[config.mk]
export PLATFORM = sky130hd
export DESIGN_NAME = mem_arbiter
export DESIGN_NICKNAME = d
export VERILOG_FILES = /design/src/rtl/mem_arbiter.sv
export SDC_FILE = /design/constraint.sdc
export NUM_CORES = 1
export LEC_CHECK = 0
export BUFFER_PORTS_ARGS = -buffer_cell sky130_fd_sc_hd__buf_4
export CAP_MARGIN = 20
export CORE_AREA = 2 2 148 150
export CTS_BUF_LIST = sky130_fd_sc_hd__clkbuf_4 sky130_fd_sc_hd__clkbuf_8 sky130_fd_sc_hd__clkbuf_16
export DETAILED_ROUTE_END_ITERATION = 6
export DIE_AREA = 0 0 150 152
export PLACE_DENSITY_LB_ADDON = 0.25
export REMOVE_ABC_BUFFERS = 1
export SKIP_LAST_GASP = 1
export SLEW_MARGIN = 40
export SYNTH_ARGS = -nofsm -noshare
export SYNTH_HDL_FRONTEND = slang
export SYNTH_SLANG_ARGS = --single-unit
[constraint.sdc]
create_clock -name clk -period 2.88 [get_ports clk]
set_clock_uncertainty 0.1 [all_clocks]
set_input_delay 0.432 -clock clk [delete_from_list [all_inputs] [get_ports clk]]
set_output_delay 0.432 -clock clk [all_outputs]
set_load 0.02 [all_outputs]
[src/rtl/mem_arbiter.sv]
// Two-port memory arbiter: an I-cache and a D-cache share one memory port.
// Round-robin between the two on simultaneous requests; each access takes
// LATENCY strobe cycles followed by a single done cycle.
// Note: reset_n is active-high despite its name (1 = reset), synchronous.
module mem_arbiter #(
    parameter int LATENCY   = 4,
    parameter int WORD_SIZE = 16
) (
    input  logic                 clk,
    input  logic                 reset_n,
    input  logic                 i_req,
    input  logic [WORD_SIZE-1:0] i_addr,
    output logic [63:0]          i_rdata,
    output logic                 i_done,
    input  logic                 d_req,
    input  logic                 d_we,
    input  logic [WORD_SIZE-1:0] d_addr,
    input  logic [63:0]          d_wdata,
    output logic [63:0]          d_rdata,
    output logic                 d_done,
    output logic                 mem_read,
    output logic                 mem_write,
    output logic [WORD_SIZE-1:0] mem_addr,
    output logic [63:0]          mem_wdata,
    input  logic [63:0]          mem_rdata
);

    typedef enum logic [1:0] {IDLE, BUSY, DONE} state_t;

    localparam logic [3:0]           CNT_INIT   = 4'(LATENCY - 1);
    localparam logic [WORD_SIZE-1:0] ALIGN_MASK = ~WORD_SIZE'(3);

    state_t     state, state_nx;
    logic [3:0] cnt;
    logic       grant_d;   // current owner: 1 = D, 0 = I
    logic       gnt_we;    // current access is a D write
    logic       last_d;    // last granted requester was D
    logic       any_req;
    logic       pick_d;

    // Arbitration: a lone request wins outright; on a tie, the side not
    // granted last time wins.
    always_comb begin
        any_req = i_req | d_req;
        pick_d  = d_req & (~i_req | ~last_d);
    end

    // State register.
    always_ff @(posedge clk) begin
        if (reset_n) state <= IDLE;
        else         state <= state_nx;
    end

    // Next-state and strobe/done decode.
    always_comb begin
        state_nx  = state;
        mem_read  = 1'b0;
        mem_write = 1'b0;
        i_done    = 1'b0;
        d_done    = 1'b0;
        case (state)
            IDLE: if (any_req) state_nx = BUSY;
            BUSY: begin
                mem_read  = ~(grant_d & gnt_we);
                mem_write = grant_d & gnt_we;
                if (cnt == 4'd0) state_nx = DONE;
            end
            DONE: begin
                i_done   = ~grant_d;
                d_done   = grant_d;
                state_nx = IDLE;
            end
            default: state_nx = IDLE;
        endcase
    end

    // Grant capture, latency counter and read-data return registers.
    always_ff @(posedge clk) begin
        if (reset_n) begin
            cnt       <= '0;
            grant_d   <= 1'b0;
            gnt_we    <= 1'b0;
            last_d    <= 1'b0;
            mem_addr  <= '0;
            mem_wdata <= '0;
            i_rdata   <= '0;
            d_rdata   <= '0;
        end else begin
            case (state)
                IDLE: if (any_req) begin
                    grant_d   <= pick_d;
                    last_d    <= pick_d;
                    gnt_we    <= pick_d & d_we;
                    cnt       <= CNT_INIT;
                    mem_addr  <= (pick_d ? d_addr : i_addr) & ALIGN_MASK;
                    mem_wdata <= pick_d ? d_wdata : 64'd0;
                end
                BUSY: begin
                    if (cnt != 4'd0) begin
                        cnt <= cnt - 4'd1;
                    end else if (!(grant_d & gnt_we)) begin
                        if (grant_d) d_rdata <= mem_rdata;
                        else         i_rdata <= mem_rdata;
                    end
                end
                default: ;
            endcase
        end
    end

endmodule
==> results.yml <==
routing:
  wl_per_cell_um: 16.4
  drc_errors: 0
  wirelength_mm: 22.4
  drt-initial-drc-count: 220
  vias_per_cell: 4.71
  drt-met1-wl_mm: 8.87
  num_vias: 6426
  wl_met2_mm: 11.1
  final_antenna_net_count: 0
  wl_met3_mm: 1.81
  top_layer_used: "met4"
  first_pass_iters: 4
grt:
  grt_pass1_wl_mm: 34.6
  grt_pass1_vias: 6345
  antenna_found_initial: 0
  grt_max_degree: 193
  grt_use_total_pct: 18.8
  grt_overflow: 0
pwr:
  powerDensity_nw_per_um2: 636
  p_comb_share_pct: 17.1
  power.internal_mw: 5.65
  peakVddDrop_mv: 0.358
  pwr-share-clk_pct: 39.9
  swShare_pct: 25.6
  power.switching_mw: 1.95
  seqPwrFrac_pct: 43.1
  leakagePower_nw: 5.59
yosys:
  syn-mean-instance-area_um2: 11.3
  synthDistinctLibCells: 35
  synthTopCellsByArea: "dfxtp_1 52%, mux2i_1 17%, nand2b_1 15%"
  synthArstFlopShare_pct: 0
  synth_top_cell_by_area: "dfxtp_1"
  synth-edff-count: 0
  ys_ff_latch: 214
  synthesis.area_um2: 8200
  synth_warnings: 0
  synth.cells.most_frequent: "214 x dfxtp_1, 193 x nand2b_1, 142 x mux2i_1"
  synth.most_common_cell: "dfxtp_1"
  synth_cells: 725
  seq_area_frac_synth_pct: 52.2
  synth_ff_type: "dfxtp_1"
  yosys.area.top_type_share_pct: 52.2
clock_tree:
  cts_resized: 0
  clock_path_buffers: 3
  post-cts-setup-buffer-count: 0
  cts_num_sinks: 214
  hold_buffers: 0
  cts_buffers: 23
  clk_pin_slew_worst_paths_ns: 0.06
  cts_tree: "built"
  clk_latency_ns: 0.50
  cts_root_buf: "clkbuf_16"
  htree_num_levels: 1
timing:
  hold_viol_final: 0
  finalCritPeriodShare_pct: 81.0
  fin_setup_tns_ns: 0
  hold-worst-slack_ns: 0.0505
  rsz0062_at_grt: "false"
  fmax_ghz: 0.429
  setup_slack_ns: 0.548
  slew_headroom_pct: 52.1
  worst_pin_slew_ns: 0.719
  maxSlewViolCount: 0
  finalSetupViolCount: 0
  fin_crit_ns: 2.33
worst_hold_path:
  hold_class: "primary input to flip-flop"
  hold_depth: 2
floorplan:
  ioPinCount: 377
  design.core.area_um2: 21400
  die_area_um2: 22800
  num_rows: 54
  dieHeight_um: 152
  die_w_um: 150
  initial_core_util_pct: 38.4
status:
  status: "finished, final reports clean"
cells_and_area:
  drive_gt1_share_pct: 39.5
  regArea_um2: 4280
  diodes: 0
  multi_input_area_um2: 3620
  area_growth_pct: 45.7
  fin_area_um2: 11900
  nFillCells: 1882
  final_nets: 1238
setup_path:
  crit_chain: "inv_1, ha_1, or3b_4, or3_2, buf_12, mux2i_1"
  max_stage_delay_ns: 0.63
  cp_top_family: "simple AND/OR/NAND/NOR gates"
  cp.depth: 6
  criticalPathCategory: "flip-flop to flip-flop"
  critPathLaunchType: "flip-flop"
  r2r_slack_ns: 0.55
  worstRegToRegCells: 6
  worstPathRequired_ns: 3.15
  crit_fanout: 37
  cp_num_buf_inv: 2
  cp.arrival_ns: 2.60
  slowest_stage: "or3_2"
  cp-end-kind: "flip-flop"
placed_design:
  placed_area_um2: 11200
  portBuffers: 370
  pre_cts_ws_ns: 0.556
  place.gp.congestion: 0.790
  place.detailed.hpwl_mm: 15.6
job:
  maxCapViolCount: 0
power groups by stage:
stage                     Sequential (mW)  Combinational [mW]  Clock (mW)
after CTS                            3.27                1.31        3.12
final                                3.27                1.30        3.03
after global placement               3.33                1.30           0
after global routing                 3.29                1.39        3.24
after detailed placement             3.33                1.31           0
after floorplan                      3.54               0.469           0
placed cells by master, fill, tap and decap left out, types with 2 or more instances in the layout:
| master | count |
|---|---|
| a21o_1 | 2 |
| a21oi_1 | 4 |
| a22o_1 | 65 |
| buf_12 | 4 |
| buf_4 | 375 |
| bufinv_16 | 2 |
| clkbuf_16 | 23 |
| clkbuf_4 | 4 |
| clkbuf_8 | 7 |
| clkinvlp_4 | 2 |
| conb_1 | 2 |
| dfxtp_1 | 214 |
| ha_1 | 2 |
| inv_1 | 3 |
| mux2i_1 | 142 |
| nand2b_1 | 193 |
| nor2_1 | 2 |
| o21ai_0 | 2 |
| o2bb2ai_1 | 14 |
state kept, by name (all words and copies together) (netlist names):
register	count
last_d	1
mem_wdata	64
gnt_we	1
d_rdata	64
i_rdata	64
cnt	4
mem_addr	14
state	2
through the flow:
| step | power [mW] | util [%] | instances |
|---|---|---|---|
| floorplan | 4.01 | - | 667 |
| global placement | 4.63 | 52.3 | 1326 |
| finish | 7.60 | 55.9 | 1365 |
| global route | 7.92 | 55.9 | 1365 |
| CTS | 7.70 | 55.9 | 1365 |
| detailed placement | 4.64 | 52.3 | 1326 |
path summary, 6_finish.rpt:
path          startpoint             to
max               cnt[0]    i_rdata[26]
min reg2reg  mem_addr[7]    mem_addr[7]
min          d_wdata[49]  mem_wdata[49]
max reg2reg       cnt[0]    i_rdata[26]
cells by family after synthesis:
family / count (synthesis) / synth area share (%)
flip-flops: 214 / 52.2
other: 1 / 0.0457
buffers and inverters: 62 / 4.04
AO/OA/AOI/OAI: 93 / 9.60
AND/OR/NAND/NOR: 211 / 16.4
adder cells (fa/ha/maj): 2 / 0.305
multiplexers: 142 / 17.3
area by class of cell:
class	count	share of cell area (%)
Tap cell	280	2.93
Clock buffer	34	5.88
Sequential cell	214	35.9
Clock inverter	5	0.723
Inverter	3	0.0943
Multi-Input combinational cell	450	30.3
Timing Repair Buffer	379	24.2
layer usage:
metal  GRT usage (%)  vias up
li1                -     3187
met1            22.6     2976
met2            32.2      230
met3            5.74       33
met4            5.48        0
met5               0        -
Power figures use the tool's default switching activity.
